**src/rtl/sfp_ctrl_pkg.sv**
```systemverilog
// Shared types and helpers for the SFP cage controller.
package sfp_ctrl_pkg;

    // Channel state encoding as reported on sts_state.
    typedef enum logic [2:0] {
        ST_ABSENT    = 3'd0,
        ST_INSERT    = 3'd1,
        ST_OFF       = 3'd2,
        ST_POWER     = 3'd3,
        ST_READY     = 3'd4,
        ST_FAULT_RST = 3'd5,
        ST_FAULT     = 3'd6
    } sfp_state_e;

    // Width of the tx_fault retry counter (MAX_RETRY is at most 15).
    localparam int RETRY_W = 4;

    // Counter width large enough to hold the longest of the three intervals.
    function automatic int cnt_width(input int deb, input int pwr, input int rst_t);
        int m;
        m = deb;
        if (pwr > m) m = pwr;
        if (rst_t > m) m = rst_t;
        return $clog2(m + 1);
    endfunction

    // Module power is applied in these states.
    function automatic logic is_powered(input sfp_state_e s);
        return (s == ST_POWER) || (s == ST_READY) || (s == ST_FAULT_RST) || (s == ST_FAULT);
    endfunction

    // Debounced los is only meaningful once the module has finished init.
    function automatic logic los_valid(input sfp_state_e s);
        return (s == ST_READY) || (s == ST_FAULT_RST) || (s == ST_FAULT);
    endfunction

    // Saturating increment of the retry count.
    function automatic logic [RETRY_W-1:0] retry_inc(input logic [RETRY_W-1:0] r);
        return (r == '1) ? r : r + RETRY_W'(1);
    endfunction

endpackage

```
**src/rtl/sfp_ctrl_chan.sv**
```systemverilog
// One SFP cage: pin synchronisers, detect/los debounce, power/Tx sequencing
// FSM with bounded fault recovery, and registered host status.
module sfp_ctrl_chan
    import sfp_ctrl_pkg::*;
#(
    parameter int DEB_CYCLES = 1000,
    parameter int T_PWR      = 50000,
    parameter int T_RST      = 1000,
    parameter int MAX_RETRY  = 3
) (
    input  logic       clk,
    input  logic       rst,
    input  logic       i_cfg_admin_en,
    input  logic       i_cfg_tx_en,
    input  logic [1:0] i_cfg_rate_sel,
    input  logic       i_cfg_fault_clr,
    input  logic       i_sfp_detect_n,
    input  logic       i_sfp_los,
    input  logic       i_sfp_tx_fault,
    output logic       o_sfp_ena_n,
    output logic       o_sfp_tx_disable,
    output logic [1:0] o_sfp_rate_sel,
    output logic       o_sts_present,
    output logic       o_sts_los,
    output logic       o_sts_fault,
    output logic [2:0] o_sts_state,
    output logic       o_sts_evt
);

    localparam int CNT_W = cnt_width(DEB_CYCLES, T_PWR, T_RST);

    // Terminal counts: an interval of N cycles ends when the counter reads N-1.
    localparam logic [CNT_W-1:0]   DEB_LAST  = CNT_W'(DEB_CYCLES - 1);
    localparam logic [CNT_W-1:0]   PWR_LAST  = CNT_W'(T_PWR - 1);
    localparam logic [CNT_W-1:0]   RST_LAST  = CNT_W'(T_RST - 1);
    localparam logic [RETRY_W-1:0] RETRY_MAX = RETRY_W'(MAX_RETRY);

    // Synchroniser stages
    logic r_det_meta, r_det_s;
    logic r_los_meta, r_los_s;
    logic r_flt_meta, r_flt_s;

    // FSM state, shared interval counter, retry count
    sfp_state_e         r_state;
    logic [CNT_W-1:0]   r_cnt;
    logic [RETRY_W-1:0] r_retry;

    // Independent los debounce
    logic               r_los_deb;
    logic [CNT_W-1:0]   r_los_cnt;

    // Registered outputs
    logic       r_ena_n, r_tx_dis, r_present, r_los, r_fault, r_evt;
    logic [1:0] r_rate;

    // Next-state values
    sfp_state_e         w_state_nxt;
    logic [CNT_W-1:0]   w_cnt_nxt;
    logic [CNT_W-1:0]   w_cnt_inc;
    logic [RETRY_W-1:0] w_retry_nxt;
    logic [RETRY_W-1:0] w_retry_base;
    logic               w_los_deb_nxt;
    logic [CNT_W-1:0]   w_los_cnt_nxt;
    logic       w_ena_n_nxt, w_tx_dis_nxt, w_present_nxt, w_los_nxt, w_fault_nxt, w_evt_nxt;
    logic [1:0] w_rate_nxt;

    assign w_cnt_inc    = (r_cnt == '1) ? r_cnt : r_cnt + CNT_W'(1);
    assign w_retry_base = i_cfg_fault_clr ? '0 : r_retry;

    // Two-flop synchronisers on the asynchronous cage status pins.
    always_ff @(posedge clk) begin
        if (rst) begin
            r_det_meta <= 1'b0;
            r_det_s    <= 1'b0;
            r_los_meta <= 1'b0;
            r_los_s    <= 1'b0;
            r_flt_meta <= 1'b0;
            r_flt_s    <= 1'b0;
        end else begin
            // NOTE: non-blocking so each stage samples the pre-edge value of the one before it.
            r_det_meta <= ~i_sfp_detect_n;
            r_det_s    <= r_det_meta;
            r_los_meta <= i_sfp_los;
            r_los_s    <= r_los_meta;
            r_flt_meta <= i_sfp_tx_fault;
            r_flt_s    <= r_flt_meta;
        end
    end

    // Los debounce: adopt a new los level only after DEB_CYCLES consecutive samples.
    always_comb begin
        // NOTE: defaults first so no path leaves a combinational output unassigned.
        w_los_deb_nxt = r_los_deb;
        w_los_cnt_nxt = '0;
        if (r_los_s != r_los_deb) begin
            if (r_los_cnt == DEB_LAST) begin
                w_los_deb_nxt = r_los_s;
            end else begin
                w_los_cnt_nxt = r_los_cnt + CNT_W'(1);
            end
        end
    end

    // Next-state logic; removal beats fault clear beats admin disable beats tx_fault beats timers.
    always_comb begin
        w_state_nxt = r_state;
        w_cnt_nxt   = r_cnt;
        w_retry_nxt = w_retry_base;
        if (!r_det_s && (r_state != ST_ABSENT)) begin
            w_state_nxt = ST_ABSENT;
            w_cnt_nxt   = '0;
            w_retry_nxt = '0;
        end else if ((r_state == ST_FAULT) && i_cfg_fault_clr) begin
            w_state_nxt = ST_POWER;
            w_cnt_nxt   = '0;
        end else if (!i_cfg_admin_en && is_powered(r_state)) begin
            w_state_nxt = ST_OFF;
            w_cnt_nxt   = '0;
            w_retry_nxt = '0;
        end else begin
            case (r_state)
                ST_ABSENT: begin
                    w_retry_nxt = '0;
                    if (r_det_s) begin
                        w_state_nxt = ST_INSERT;
                        w_cnt_nxt   = '0;
                    end
                end
                ST_INSERT: begin
                    if (r_cnt == DEB_LAST) begin
                        w_state_nxt = i_cfg_admin_en ? ST_POWER : ST_OFF;
                        w_cnt_nxt   = '0;
                    end else begin
                        w_cnt_nxt = w_cnt_inc;
                    end
                end
                ST_OFF: begin
                    w_retry_nxt = '0;
                    if (i_cfg_admin_en) begin
                        w_state_nxt = ST_POWER;
                        w_cnt_nxt   = '0;
                    end
                end
                ST_POWER: begin
                    // tx_fault is ignored while the module initialises.
                    if (r_cnt == PWR_LAST) begin
                        w_state_nxt = ST_READY;
                        w_cnt_nxt   = '0;
                    end else begin
                        w_cnt_nxt = w_cnt_inc;
                    end
                end
                ST_READY: begin
                    if (r_flt_s) begin
                        w_state_nxt = ST_FAULT_RST;
                        w_cnt_nxt   = '0;
                        w_retry_nxt = retry_inc(w_retry_base);
                    end
                end
                ST_FAULT_RST: begin
                    if (r_cnt == RST_LAST) begin
                        w_cnt_nxt = '0;
                        if (!r_flt_s) begin
                            w_state_nxt = ST_READY;
                        end else if (w_retry_base < RETRY_MAX) begin
                            w_retry_nxt = retry_inc(w_retry_base);
                        end else begin
                            w_state_nxt = ST_FAULT;
                        end
                    end else begin
                        w_cnt_nxt = w_cnt_inc;
                    end
                end
                ST_FAULT: begin
                    w_state_nxt = ST_FAULT;
                end
                default: begin
                    w_state_nxt = ST_ABSENT;
                    w_cnt_nxt   = '0;
                    w_retry_nxt = '0;
                end
            endcase
        end
    end

    // Output values decoded from the next state so they load with the state register.
    always_comb begin
        w_ena_n_nxt   = ~is_powered(w_state_nxt);
        w_tx_dis_nxt  = ~((w_state_nxt == ST_READY) && i_cfg_tx_en);
        w_rate_nxt    = ((w_state_nxt == ST_POWER) || (w_state_nxt == ST_READY)) ? i_cfg_rate_sel : 2'b00;
        w_present_nxt = (w_state_nxt != ST_ABSENT) && (w_state_nxt != ST_INSERT);
        w_los_nxt     = los_valid(w_state_nxt) && w_los_deb_nxt;
        w_fault_nxt   = (w_state_nxt == ST_FAULT);
        w_evt_nxt     = (w_present_nxt != r_present) || (w_los_nxt != r_los) || (w_fault_nxt != r_fault);
    end

    // State, counters and registered outputs all update on the same edge.
    always_ff @(posedge clk) begin
        if (rst) begin
            r_state   <= ST_ABSENT;
            r_cnt     <= '0;
            r_retry   <= '0;
            r_los_deb <= 1'b0;
            r_los_cnt <= '0;
            r_ena_n   <= 1'b1;
            r_tx_dis  <= 1'b1;
            r_rate    <= 2'b00;
            r_present <= 1'b0;
            r_los     <= 1'b0;
            r_fault   <= 1'b0;
            r_evt     <= 1'b0;
        end else begin
            r_state   <= w_state_nxt;
            r_cnt     <= w_cnt_nxt;
            r_retry   <= w_retry_nxt;
            r_los_deb <= w_los_deb_nxt;
            r_los_cnt <= w_los_cnt_nxt;
            r_ena_n   <= w_ena_n_nxt;
            r_tx_dis  <= w_tx_dis_nxt;
            r_rate    <= w_rate_nxt;
            r_present <= w_present_nxt;
            r_los     <= w_los_nxt;
            r_fault   <= w_fault_nxt;
            r_evt     <= w_evt_nxt;
        end
    end

    assign o_sfp_ena_n      = r_ena_n;
    assign o_sfp_tx_disable = r_tx_dis;
    assign o_sfp_rate_sel   = r_rate;
    assign o_sts_present    = r_present;
    assign o_sts_los        = r_los;
    assign o_sts_fault      = r_fault;
    assign o_sts_state      = r_state;
    assign o_sts_evt        = r_evt;

endmodule

```
**src/rtl/sfp_ctrl_seq.sv**
```systemverilog
// SFP cage manager: NB_SFP independent channels between host registers and cage pins.
// The rate-select buses are [0]/[1] arrays indexed by cage, like the pin bus.
module sfp_ctrl_seq
    import sfp_ctrl_pkg::*;
#(
    parameter int NB_SFP     = 4,
    parameter int DEB_CYCLES = 1000,
    parameter int T_PWR      = 50000,
    parameter int T_RST      = 1000,
    parameter int MAX_RETRY  = 3
) (
    input  logic                   clk,
    input  logic                   rst,
    input  logic [NB_SFP-1:0]      cfg_admin_en,
    input  logic [NB_SFP-1:0]      cfg_tx_en,
    input  logic [1:0][NB_SFP-1:0] cfg_rate_sel,
    input  logic [NB_SFP-1:0]      cfg_fault_clr,
    input  logic [NB_SFP-1:0]      sfp_detect_n,
    input  logic [NB_SFP-1:0]      sfp_los,
    input  logic [NB_SFP-1:0]      sfp_tx_fault,
    output logic [NB_SFP-1:0]      sfp_ena_n,
    output logic [NB_SFP-1:0]      sfp_tx_disable,
    output logic [1:0][NB_SFP-1:0] sfp_rate_sel,
    output logic [NB_SFP-1:0]      sts_present,
    output logic [NB_SFP-1:0]      sts_los,
    output logic [NB_SFP-1:0]      sts_fault,
    output logic [NB_SFP-1:0][2:0] sts_state,
    output logic [NB_SFP-1:0]      sts_evt
);

    for (genvar g = 0; g < NB_SFP; g++) begin : g_chan
        logic [1:0] w_rate;

        sfp_ctrl_chan #(
            .DEB_CYCLES (DEB_CYCLES),
            .T_PWR      (T_PWR),
            .T_RST      (T_RST),
            .MAX_RETRY  (MAX_RETRY)
        ) u_chan (
            .clk              (clk),
            .rst              (rst),
            .i_cfg_admin_en   (cfg_admin_en[g]),
            .i_cfg_tx_en      (cfg_tx_en[g]),
            .i_cfg_rate_sel   ({cfg_rate_sel[1][g], cfg_rate_sel[0][g]}),
            .i_cfg_fault_clr  (cfg_fault_clr[g]),
            .i_sfp_detect_n   (sfp_detect_n[g]),
            .i_sfp_los        (sfp_los[g]),
            .i_sfp_tx_fault   (sfp_tx_fault[g]),
            .o_sfp_ena_n      (sfp_ena_n[g]),
            .o_sfp_tx_disable (sfp_tx_disable[g]),
            .o_sfp_rate_sel   (w_rate),
            .o_sts_present    (sts_present[g]),
            .o_sts_los        (sts_los[g]),
            .o_sts_fault      (sts_fault[g]),
            .o_sts_state      (sts_state[g]),
            .o_sts_evt        (sts_evt[g])
        );

        assign sfp_rate_sel[0][g] = w_rate[0];
        assign sfp_rate_sel[1][g] = w_rate[1];
    end

endmodule

```
**config.mk**
```make
export PLATFORM = sky130hd
export DESIGN_NAME = sfp_ctrl_seq
export DESIGN_NICKNAME = d
export VERILOG_FILES = /design/src/rtl/sfp_ctrl_pkg.sv /design/src/rtl/sfp_ctrl_chan.sv /design/src/rtl/sfp_ctrl_seq.sv
export SDC_FILE = /design/constraint.sdc
export NUM_CORES = 1
export LEC_CHECK = 0
export CAP_MARGIN = 20
export CORE_MARGIN = 5
export CORE_UTILIZATION = 60
export DETAILED_ROUTE_END_ITERATION = 10
export PLACE_DENSITY = 0.84
export REMOVE_ABC_BUFFERS = 1
export SETUP_SLACK_MARGIN = 0.4
export SLEW_MARGIN = 20
export SYNTH_ARGS = -nofsm -noshare
export SYNTH_HDL_FRONTEND = slang
export SYNTH_HIERARCHICAL = 1
export SYNTH_SLANG_ARGS = --single-unit
```
**constraint.sdc**
```tcl
create_clock -name clk -period 3.2 [get_ports clk]
set_input_delay 0.64 -clock clk [delete_from_list [all_inputs] [get_ports clk]]
set_output_delay 0.64 -clock clk [all_outputs]
set_load 0.01 [all_outputs]
```
==> results.py, run 1 <==
metrics = {
    "clocking": {
        "clk_transition_reported_paths_ns": 0.06,
        "h-tree-depth": 1,
        "ctsLongestPathBuffers": 3,
        "tritoncts": "built",
        "cts-buffers-inserted": 23,
        "insertion_delay_ns": 0.51,
        "clock-sinks": 216,
        "cts-root-buf": "clkbuf_16",
    },
    "place": {
        "port_buffers": 77,
        "pre_cts_ws_ns": 0.187,
        "post-dp-hpwl_um": 17400,
        "gp_congestion": 0.915,
    },
    "logic_synthesis": {
        "synth_enable_flop_cells": 0,
        "synth_cells": 1328,
        "yosysWarnings": 6,
        "synth_cell_types": 83,
        "async_reset_ff_frac": 0,
        "syn_avg_cell_area_um2": 8.51,
        "synth_seq_cells": 216,
        "syn-cell-area_mm2": 0.0113,
        "synth_flop_cell": "dfxtp_1",
        "yosysSeqAreaShare": 0.383,
    },
    "power": {
        "p_sw_frac": 0.222,
        "p_comb_frac": 0.056,
        "p_leak_uw": 0.00442,
        "p_sw_uw": 1270,
        "power.internal_uw": 4450,
        "vdd_drop_max_mv": 0.452,
        "clockPowerShare": 0.464,
        "cellPowerDensity_mw_per_mm2": 441,
        "seq_power_share": 0.481,
    },
    "drt": {
        "drt_iter0_drc": 591,
        "wl_met1_um": 11300,
        "wl_um": 25000,
        "vias": 9938,
        "dr_wl_met2_um": 11800,
        "wire_per_inst_um": 15.2,
        "met3_length_um": 1250,
        "vias_per_cell": 6.03,
        "firstDrtPassIters": 5,
        "drcViolationCount": 0,
        "dr.max_layer_used": "met4",
        "antenna_left": 0,
    },
    "timing": {
        "setup_viol": 0,
        "tightest_slew_ns": 0.898,
        "relSlewSlack": 0.399,
        "hold_slack_ns": 0.435,
        "finClkSkew_ns": 0.0126,
        "drv_slew": 0,
        "fmax_mhz": 377,
        "min_period_ns": 2.65,
        "final.setup.tns_ns": 0,
        "rsz0062_at_grt": "no",
        "hold_viol": 0,
        "post-route-period-util": 0.829,
        "worst_slack_ns": 0.549,
    },
    "finish": {
        "final_cell_mix": "216 x dfxtp_1, 202 x nor2_1, 107 x nand2_1",
        "drive_above_1_share": 0.0849,
        "fillCellCount": 1452,
        "layout_commonest_cell": "dfxtp_1",
        "num-nets-final": 1444,
        "synthToLayoutAreaGrowth_pct": 14.8,
        "insertedDiodeCount": 0,
    },
    "die": {
        "die_w_um": 147,
        "core_mm2": 0.0186,
        "start_util": 0.606,
        "die-area_mm2": 0.0217,
        "row_count": 50,
        "fp.dieH_um": 147,
        "io_pins": 78,
    },
    "worst_setup_path": {
        "criticalPathCategory": "flop to output port",
        "timing.rr.start": "g_chan[2].u_chan/r_cnt[0]",
        "slowest_stage": "dfxtp_1",
        "cp_top_family": "flip-flops",
        "required_ns": 2.56,
        "critical_path_buf_inv_count": 1,
        "crit_chain": "clkdlybuf4s50_1",
        "cp.arrival_ns": 2.01,
        "path_max_fanout": 24,
        "reg2reg_slack_ns": 0.60,
        "r2r-end": "g_chan[2].u_chan/r_cnt[14]",
        "slowest_delay_ns": 0.83,
        "startpoint_type": "flop",
        "r2r_cells": 7,
        "end_kind": "output port",
    },
    "hold_path": {
        "worstHoldStart": "g_chan[3].u_chan/r_det_meta",
        "hold_end": "g_chan[3].u_chan/r_det_s",
        "min_path_cells": 1,
        "hp-class": "flop to flop",
    },
    "global_routing": {
        "grt_start_max_net_pins": 34,
        "grt_pass1_wl_um": 42900,
        "antenna_found_initial": 0,
        "grt_pass1_vias": 9149,
        "overflow": 0,
        "gr-usage-all-layers": 0.225,
    },
    "run_status": {
        "status": "completed",
    },
    "job": {
        "cap_violations": 0,
    },
}
## cells in the mapped netlist (16+ instances only)
cell	number	area [um2]
o21ai_0	33	165
xnor2_1	49	429
inv_1	29	109
buf_4	18	135
dfxtp_1	216	4320
nand2_1	107	402
nand2b_1	16	100
a21oi_1	60	300
and3_1	20	125
nand4_1	45	282
and4_1	29	254
nor2_1	202	758
xor2_1	62	543
nor2b_1	39	244
nand3_1	53	265
clkbuf_1	19	71.3
nor3_1	37	185
a211oi_1	23	173
## power by group through the flow
stage	logic, uW	clock network [uW]	registers (uW)
6_report	318	2650	2750
5_1_grt	350	2840	2750
4_1_cts	315	2710	2750
3_5_place_dp	312	0	2810
3_3_place_gp	305	0	2810
2_1_floorplan	164	0	2800
## kinds of logic (layout without fill, tap and decap cells)
group           Yosys count  after routing  synth area share
simple gates            653            653             0.316
compound gates          234            234             0.143
flops                   216            216             0.383
xor+xnor                111            111            0.0860
buf+inv                  81            166            0.0375
mux                      21             21            0.0216
fa+ha+maj                12             12            0.0133
## worst max-delay path by stage
stage                                                from  depth (start not counted)  slack [ns]                                 end
after floorplan                 g_chan[0].u_chan/r_cnt[0]                          6        0.92          g_chan[0].u_chan/r_cnt[14]
after global placement                   cfg_fault_clr[2]                          9        0.25  g_chan[2].u_chan/o_sfp_rate_sel[0]
after detailed placement                 cfg_fault_clr[2]                          9        0.19  g_chan[2].u_chan/o_sfp_rate_sel[1]
after CTS                 g_chan[3].u_chan/o_sts_state[2]                          1        0.56                       sts_state[11]
after global routing            g_chan[2].u_chan/r_cnt[0]                          7        0.43          g_chan[2].u_chan/r_cnt[14]
final                     g_chan[3].u_chan/o_sts_state[2]                          1        0.55                       sts_state[11]
## worst register-to-register path, cell delays in order (launching register included)
cell	delay (ns)
dfxtp_1	0.40
ha_1	0.30
nand4b_1	0.26
nor4_2	0.46
o221ai_1	0.37
o21bai_1	0.38
buf_4	0.25
nor3_1	0.07
## layer usage
metal	up-vias	track usage
met5	-	0
met4	0	0.0578
met3	46	0.0293
met2	277	0.381
met1	4693	0.304
li1	4922	-
## cell type report
class | count | area [um2] | share of cell area
Inverter | 29 | 109 | 0.00839
Clock buffer | 32 | 699 | 0.0539
Clock inverter | 8 | 73.8 | 0.00569
Multi-Input combinational cell | 1031 | 6560 | 0.505
Tap cell | 234 | 293 | 0.0226
Sequential cell | 216 | 4320 | 0.333
Timing Repair Buffer | 97 | 916 | 0.0706
## per-stage QoR
stage	power [uW]	std cells	util	cell area [um2]
after floorplan	2970	1276	-	11000
after global placement	3110	1607	0.654	12200
after detailed placement	3120	1607	0.654	12200
after CTS	5780	1647	0.696	13000
after global routing	5940	1647	0.696	13000
final	5720	1647	0.696	13000
## repair_timing
item                                    CTS  global route
resized for setup                         0             1
setup buffers                             0             0
hold buffers                              0             0
endpoints found under the setup margin    0             1
## state kept, by name, indices dropped and copies added, names as in the netlist
name and cells:
g_chan.u_chan/o_sts_fault 4, g_chan.u_chan/o_sts_present 4, g_chan.u_chan/r_los_cnt 64, g_chan.u_chan/r_cnt 64, g_chan.u_chan/r_los_deb 4, g_chan.u_chan/o_sts_evt 4, g_chan.u_chan/r_los_s 4, g_chan.u_chan/r_flt_meta 4
g_chan.u_chan/r_los_meta 4, g_chan.u_chan/r_det_meta 4, g_chan.u_chan/o_sfp_ena_n 4, g_chan.u_chan/r_retry 16, g_chan.u_chan/o_sfp_tx_disable 4, g_chan.u_chan/o_sfp_rate_sel 8, g_chan.u_chan/o_sts_state 12, g_chan.u_chan/r_det_s 4
g_chan.u_chan/o_sts_los 4, g_chan.u_chan/r_flt_s 4
No activity file was read; power rests on OpenSTA's default activity.
==> inputs of run 2 (changes only) <==
==> constraint.sdc (replaced) <==
create_clock -name clk -period 2.45 [get_ports clk]
set_input_delay 0.49 -clock clk [delete_from_list [all_inputs] [get_ports clk]]
set_output_delay 0.49 -clock clk [all_outputs]
set_load 0.01 [all_outputs]
==> results.py, run 2 (synthesized netlist as in run 1, its figures left out) <==
metrics = {
    "run_status": {
        "status": "completed",
    },
    "clocking": {
        "cts-buffers-inserted": 24,
        "ctsLongestPathBuffers": 3,
        "tritoncts": "built",
        "insertion_delay_ns": 0.51,
        "clk_transition_reported_paths_ns": 0.06,
        "holdBufCountCts": 0,
        "clock-sinks": 216,
        "cts-root-buf": "clkbuf_16",
        "h-tree-depth": 1,
    },
    "finish": {
        "synthToLayoutAreaGrowth_pct": 29.5,
        "largestRegisters": "g_chan.u_chan/r_cnt: 64 flops, g_chan.u_chan/r_los_cnt: 64 flops, g_chan.u_chan/r_retry: 16 flops",
        "layout_commonest_cell": "nor2_1",
        "layout.cells.non_filler": 1784,
        "seqCellArea_mm2": 0.00442,
        "multi_input_area_mm2": 0.00708,
        "design_area_mm2": 0.0146,
        "final_cell_mix": "197 x nor2_1, 180 x dfxtp_1, 137 x buf_4",
        "num-nets-final": 1578,
        "final_util": 0.785,
        "fillCellCount": 1142,
        "drive_above_1_share": 0.230,
        "insertedDiodeCount": 0,
    },
    "drt": {
        "antenna_left": 0,
        "wl_um": 31100,
        "vias": 11000,
        "wire_per_inst_um": 17.5,
        "drcViolationCount": 0,
        "vias_per_cell": 6.19,
        "firstDrtPassIters": 5,
        "drt_iter0_drc": 955,
    },
    "worst_setup_path": {
        "criticalPathCategory": "flop to flop",
        "crit_chain": "or4b_4 -> nor4_4 -> buf_4 -> a31o_2 -> nand2_1 -> nor4b_1 -> mux2_4",
        "cp.arrival_ns": 2.79,
        "required_ns": 2.90,
        "reg2reg_slack_ns": 0.11,
        "startpoint_type": "flop",
        "path_max_fanout": 3,
        "end_kind": "flop",
        "slowest_stage": "or4b_4",
        "slowest_delay_ns": 0.55,
    },
    "job": {
        "cap_violations": 0,
    },
    "timing": {
        "fmax_mhz": 428,
        "setup_viol": 0,
        "finClkSkew_ns": 0.0114,
        "worst_slack_ns": 0.114,
        "min_period_ns": 2.34,
        "hold_viol": 0,
        "relSlewSlack": 0.629,
        "drv_slew": 0,
        "hold_slack_ns": 0.357,
        "rsz0062_at_grt": "yes",
        "post-route-period-util": 0.953,
        "tightest_slew_ns": 0.552,
    },
    "place": {
        "place_inst": 1691,
        "gp_congestion": 0.957,
        "place_area_mm2": 0.0128,
        "post-dp-hpwl_um": 18900,
        "port_buffers": 77,
        "pre_cts_ws_ns": -0.148,
    },
    "die": {
        "core_mm2": 0.0186,
        "fp.dieH_um": 147,
        "row_count": 50,
        "io_pins": 78,
        "die-area_mm2": 0.0217,
        "start_util": 0.606,
        "die_w_um": 147,
    },
    "global_routing": {
        "antenna_found_initial": 0,
        "grt_pass1_vias": 10300,
        "overflow": 0,
        "grt_start_max_net_pins": 38,
        "gr-usage-all-layers": 0.256,
        "grt_pass1_wl_um": 48100,
    },
    "power": {
        "p_comb_frac": 0.076,
        "vdd_drop_max_mv": 0.532,
        "seq_power_share": 0.469,
        "p_sw_frac": 0.235,
        "clockPowerShare": 0.455,
        "cellPowerDensity_mw_per_mm2": 519,
        "p_leak_uw": 0.00525,
        "p_sw_uw": 1790,
        "power.internal_uw": 5810,
    },
    "hold_path": {
        "hp-class": "primary input to flop",
    },
}
run 2: final cells by class:
type                       instances  area share
multi-input combinational       1031       0.484
sequential                       216       0.302
timing repair buffer             230       0.135
clock buffer                      32      0.0452
tap                              234      0.0200
inverter                          29     0.00744
clock inverter                    12     0.00692
run 2: timing repair:
action,in CTS,in global routing
gates cloned,0,1
setup endpoints to repair,103,117
pin swaps,37,42
resized for setup,112,86
buffers inserted,28,20
endpoints found under the hold margin,0,0
run 2: metal layers:
metal	share of wire	up-vias	track usage
met2	0.49	487	0.445
met1	0.42	5244	0.328
met4	0.037	0	0.0871
li1	-	5199	-
met3	0.061	111	0.0352
met5	0	-	0
run 2: power by group through the flow:
stage | registers, uW | clock network [uW] | logic (uW)
after CTS | 3560 | 3500 | 513
after floorplan | 3660 | 0 | 215
after detailed placement | 3650 | 0 | 481
final | 3560 | 3460 | 578
after global routing | 3570 | 3670 | 618
after global placement | 3650 | 0 | 473
run 2: worst paths after layout:
check	to	startpoint	cells after the start
min	g_chan[3].u_chan/r_retry[1]	cfg_fault_clr[3]	4
max reg2reg	g_chan[0].u_chan/o_sfp_rate_sel[0]	g_chan[0].u_chan/r_cnt[7]	7
max	g_chan[0].u_chan/o_sfp_rate_sel[0]	g_chan[0].u_chan/r_cnt[7]	7
min reg2reg	g_chan[1].u_chan/r_det_s	g_chan[1].u_chan/r_det_meta	1
run 2: stage by stage:
stage / TNS, ns / power, uW
finish: 0 / 7600
global route: 0 / 7850
CTS: 0 / 7580
detailed placement: -2.49 / 4130
global placement: -0.804 / 4120
floorplan: 0 / 3880
run 2: critical path: cells and delay by family (launching register included):
kind / cells / cell delay (ns)
mux: 1 / 0.23
flops: 1 / 0.35
buf+inv: 1 / 0.20
simple gates: 4 / 1.32
compound gates: 1 / 0.19
==> inputs of run 3 (changes only) <==
--- a/config.mk
+++ b/config.mk
@@ -9,6 +9,8 @@
 export CORE_MARGIN = 5
 export CORE_UTILIZATION = 60
 export DETAILED_ROUTE_END_ITERATION = 10
+export GPL_ROUTABILITY_DRIVEN = 1
+export HOLD_SLACK_MARGIN = 0.06
 export PLACE_DENSITY = 0.84
 export REMOVE_ABC_BUFFERS = 1
 export SETUP_SLACK_MARGIN = 0.4
==> results of run 3 <==
No change in the layout: final DEF, timing and power equal those of run 2.
